`src/rtl/fsm_stim_fifo.sv`:
```
// Symbol FIFO feeding the 2-bit `y` input of the 4-bit FSM stage; pops on each `adv` step.
// Define FSM_STIM_LOOP_EN to add the `loop` port that replays the buffered sequence cyclically.
module fsm_stim_fifo #(
  parameter int unsigned DEPTH    = 8,
  parameter int unsigned COUNT_W  = 8,
  parameter logic [1:0]  IDLE_SYM = 2'd0
) (
  input  logic                     clk,
  input  logic                     reset,
  input  logic                     in_valid,
  input  logic [1:0]               in_sym,
  output logic                     in_ready,
  input  logic                     adv,
`ifdef FSM_STIM_LOOP_EN
  input  logic                     loop,
`endif
  output logic [1:0]               y,
  output logic                     y_valid,
  output logic                     underrun,
  output logic [$clog2(DEPTH):0]   level,
  output logic [COUNT_W-1:0]       count
);

  localparam int unsigned PtrW = $clog2(DEPTH);
  localparam int unsigned LvlW = PtrW + 1;

  logic [1:0]         mem [DEPTH];
  logic [PtrW-1:0]    rd_ptr_q, wr_ptr_q;
  logic [LvlW-1:0]    level_q;
  logic [COUNT_W-1:0] count_q;
  logic               underrun_q;

  logic full, empty, loop_on;
  logic do_push, do_pop, do_wr;
  logic [1:0] wr_data;

`ifdef FSM_STIM_LOOP_EN
  assign loop_on = loop;
`else
  assign loop_on = 1'b0;
`endif

  // Full/empty come from the occupancy count so pointer equality is never ambiguous.
  assign full    = (level_q == LvlW'(DEPTH));
  assign empty   = (level_q == '0);

  assign in_ready = !full && !loop_on;
  assign y_valid  = !empty;
  assign y        = empty ? IDLE_SYM : mem[rd_ptr_q];
  assign underrun = underrun_q;
  assign level    = level_q;
  assign count    = count_q;

  assign do_push = in_valid && in_ready;
  assign do_pop  = adv && !empty;
  // In loop mode the popped head is recirculated to the tail; in_ready is 0 so no push collides.
  assign do_wr   = do_push || (do_pop && loop_on);
  assign wr_data = loop_on ? mem[rd_ptr_q] : in_sym;

  always_ff @(posedge clk) begin
    if (do_wr) begin
      mem[wr_ptr_q] <= wr_data;
    end
  end

  always_ff @(posedge clk or posedge reset) begin
    if (reset) begin
      rd_ptr_q   <= '0;
      wr_ptr_q   <= '0;
      level_q    <= '0;
      count_q    <= '0;
      underrun_q <= 1'b0;
    end else begin
      if (do_wr) begin
        wr_ptr_q <= wr_ptr_q + PtrW'(1);
      end
      if (do_pop) begin
        rd_ptr_q <= rd_ptr_q + PtrW'(1);
        count_q  <= count_q + COUNT_W'(1);
      end
      if (adv && empty) begin
        underrun_q <= 1'b1;
      end
      if (do_push && !do_pop) begin
        level_q <= level_q + LvlW'(1);
      end else if (do_pop && !do_push && !loop_on) begin
        level_q <= level_q - LvlW'(1);
      end
    end
  end

endmodule

```
`config.mk`:
```
export PLATFORM = sky130hd
export DESIGN_NAME = fsm_stim_fifo
export DESIGN_NICKNAME = d
export VERILOG_FILES = /design/src/rtl/fsm_stim_fifo.sv
export SDC_FILE = /design/constraint.sdc
export NUM_CORES = 1
export LEC_CHECK = 0
export ABC_AREA = 0
export CORE_MARGIN = 2
export CORE_UTILIZATION = 53
export DETAILED_ROUTE_END_ITERATION = 8
export PLACE_DENSITY_LB_ADDON = 0.25
export SKIP_LAST_GASP = 1
export SLEW_MARGIN = 20
export SYNTH_ARGS = -nofsm -noshare
export SYNTH_HDL_FRONTEND = slang
export SYNTH_SLANG_ARGS = --single-unit
export TNS_END_PERCENT = 10
```
`constraint.sdc`:
```
create_clock -name clk -period 3.1 [get_ports clk]
set_clock_uncertainty 0.1 [all_clocks]
set_input_delay 0.775 -clock clk [delete_from_list [all_inputs] [get_ports clk]]
set_output_delay 0.775 -clock clk [all_outputs]
set_load 0.02 [all_outputs]
```
==> impl_metrics.toml <==
[sta]
setup_violations = 0
timing.max_slew.rel_slack = 0.5443
max_freq_mhz = 337.5
unrepaired_setup_endpoints_after_global_routing = "no"
min_period_ps = 2963
post-route-period-util = 0.9558
setup-tns-final_ps = 0
timing_max_transition_violations_final = 0
timing.final.hold_violations = 0
worst_max_slew_pin_slew_ps = 682.8

[route]
wl_met3_um = 81
ant_nets = 0
drt-wirelength-per-cell_um = 14.61
via_per_inst = 5.593
top_signal_layer_used = "met4"
wl_met1_um = 1197
met2WireLength_um = 1326
drc_errors = 0
wl_um = 2659
dr.first_iter.drc_count = 21
via_count = 1018
dr_pass1_iterations = 4

[placed_design]
globalplace.congestion = 0.7202
detailed_place_hpwl_um = 2101
io_buffer_count = 22

[floorplanning]
fp.dieArea_mm2 = 0.003576
ioPinCount = 23
start_util = 0.5496
std_cell_rows = 20
vertical_extent_of_the_die_um = 59.80
die_w_um = 59.80
core-area_mm2 = 0.003003

[hold_path]
timing.hold.worst.start = "underrun$_DFFE_PP0P_"
min-delay-path-class = "reg -> reg"

[synth]
synth-adder-area-share = 0.05762
postSynth.asyncResetShare = 0.5429
yosys_register_bits = 35
ys_seq_area_frac = 0.5792
synthSimpleGateAreaFrac = 0.1319
main_combinational_cell_family_by_area_after_synthesis = "simple AND/OR/NAND/NOR gates"
netlist_top_cells_area = "edfxtp_1, dfrtp_1, xnor2_1"
synthTopCellsByCount = "dfrtp_1, edfxtp_1, xnor2_1"
avgSynthCellArea_um2 = 13.99
netlist_instances = 118
yosys_warnings = 0
number_of_flops_mapped_to_enable_cells_by_yosys = 16
synth_flop_cell = "dfrtp_1"
synth_largest_type_area_fraction = 0.2911
number_of_distinct_library_cell_variants_in_the_gate_level_netlist_after_synthesis = 36
synth_cell_area_mm2 = 0.001650
synth_compound_area_frac = 0.03336
synth.most_common_cell = "dfrtp_1"
synth_mux_area_frac = 0.1024
synth.net_count = 131
synth-xor-area-share = 0.06899
synth_area_leader_cell = "edfxtp_1"

[run_status]
run_status = "completed"

[layout]
final_net_count = 161
n_antenna_cell = 0
area.growth.synth_to_final_pct = 20.70
utilization_after_layout = 0.6633
fill_cells = 231
final_layout_size_suffix_gt1_frac = 0.1678

[global_routing]
first_global_vias = 972
wire_length_of_the_first_global_routing_pass_um = 4498
grt_max_degree = 20
gr-total-overflow = 0
grtUsageTotal = 0.1764
antenna_found_initial = 0

[setup_path]
crit_slowest_cell = "mux4_2"
cp.buffers_inverters = 1
crit_path_end_kind = "output pin"
worst_ep_required_time_ps = 2220
critical_setup_path_kind = "reg -> out"
path_cells = "mux4_2 -> mux2i_1 -> nor2_1 -> clkdlybuf4s50_1"
worstSetupStartpoint = "rd_ptr_q[0]$_DFFE_PP0P_"
cp.arrival_ps = 2090
cp_top_family = "multiplexers"
rr_startpoint = "level[0]$_DFFE_PP0P_"
critical_path_peak_fanout = 6
critical_path.max_stage_delay_ps = 530
crit_path_start_kind = "flip-flop"

[clocking]
cts.repair_timing.setup_buffer_count = 0
cts_num_sinks = 35
cts.clk_slew.worst_paths_ps = 90
cts_root_buf = "clkbuf_4"
tritoncts = "done"
tritoncts.num_buffers = 5
cts-htree-levels = 2
worstSkewPairLatency_ps = 330
cts_max_path_buffers = 2

[pwr]
power_density_mw_per_mm2 = 1008
ir_drop_mv = 0.5407
power.static_leakage_nw = 0.7693

[flow_run]
cap_viol_max_count = 0
## cell type report
class	count	area, um2	share of cell area
inverters	5	18.77	0.009422
flip-flops and latches	35	957.2	0.4805
repair buffers	27	257.7	0.1294
well taps	33	41.29	0.02073
clock inverters	1	5.005	0.002513
multi-input cells	74	656.9	0.3298
clock buffers	7	55.05	0.02764
## flip-flops by register name (all words and copies together) (netlist names)
register / count
mem: 16
count: 8
level: 4
rd_ptr_q: 3
wr_ptr_q: 3
underrun: 1
## repair_timing
item | in CTS | in global routing
hold endpoints to repair | 0 | 0
cloned | 0 | 0
resized for setup | 1 | 1
pin swaps | 0 | 0
setup endpoints to repair | 2 | 2
hold buffers | 0 | 0
## layout by cell type, fill, tap and decap left out, types with 2 or more instances in the layout
cell              n
xnor2_1          11
ha_1              6
xor2_1            2
nand4_1           2
nor3_1            4
buf_4             5
clkdlybuf4s50_1  22
nand2b_1          2
mux2i_1           3
or3_1             3
inv_1             5
nand3b_1          2
edfxtp_1         16
nor2_1            5
clkbuf_4          5
dfrtp_1          18
nand3_1           6
mux2_2            3
nand2_1           4
mux4_2            4
## worst paths after layout
kind	endpoint	slack, ps	depth (start not counted)
hold reg to reg	underrun$_DFFE_PP0P_	370	1
setup / recovery	y[1]	140	4
min in group asynchronous	count[2]$_DFFE_PP0P_	750	2
max in group asynchronous	rd_ptr_q[0]$_DFFE_PP0P_	1680	2
hold / removal	underrun$_DFFE_PP0P_	370	1
setup reg to reg	level[3]$_DFFE_PP0P_	420	9
## per-layer routing
metal  vias up  track usage
met5         -            0
met4         0      0.07619
met3         6      0.05411
met2        16       0.2764
met1       499       0.2260
li1        497            -
## power breakdown
group / leakage [nW] / total (mW) / internal [mW] / switching [mW]
sequential: 0.372 / 0.829 / 0.636 / 0.193
combinational: 0.362 / 0.932 / 0.509 / 0.423
clock: 0.0353 / 0.246 / 0.110 / 0.136
## kinds of logic (layout without fill, tap and decap cells)
logic type,count (synthesis),after routing
simple gates,36,36
flops,35,35
xor+xnor,13,13
mux,11,11
buf+inv,9,40
fa+ha+maj,7,7
compound gates,7,7
## metrics by stage
stage | cells | total power [mW] | area [um2] | hold slack [ps] | setup slack (ps)
floorplan | 118 | 1.410 | 1650 | 404.2 | 323.0
global placement | 174 | 1.734 | 1924 | 360.9 | 213.8
detailed placement | 174 | 1.774 | 1924 | 371.6 | 170.2
CTS | 182 | 2.030 | 1991 | 384.9 | 3.335
global route | 182 | 2.157 | 1992 | 396.5 | 37.95
finish | 182 | 2.007 | 1992 | 369.6 | 136.9
Power figures use the tool's default switching activity.
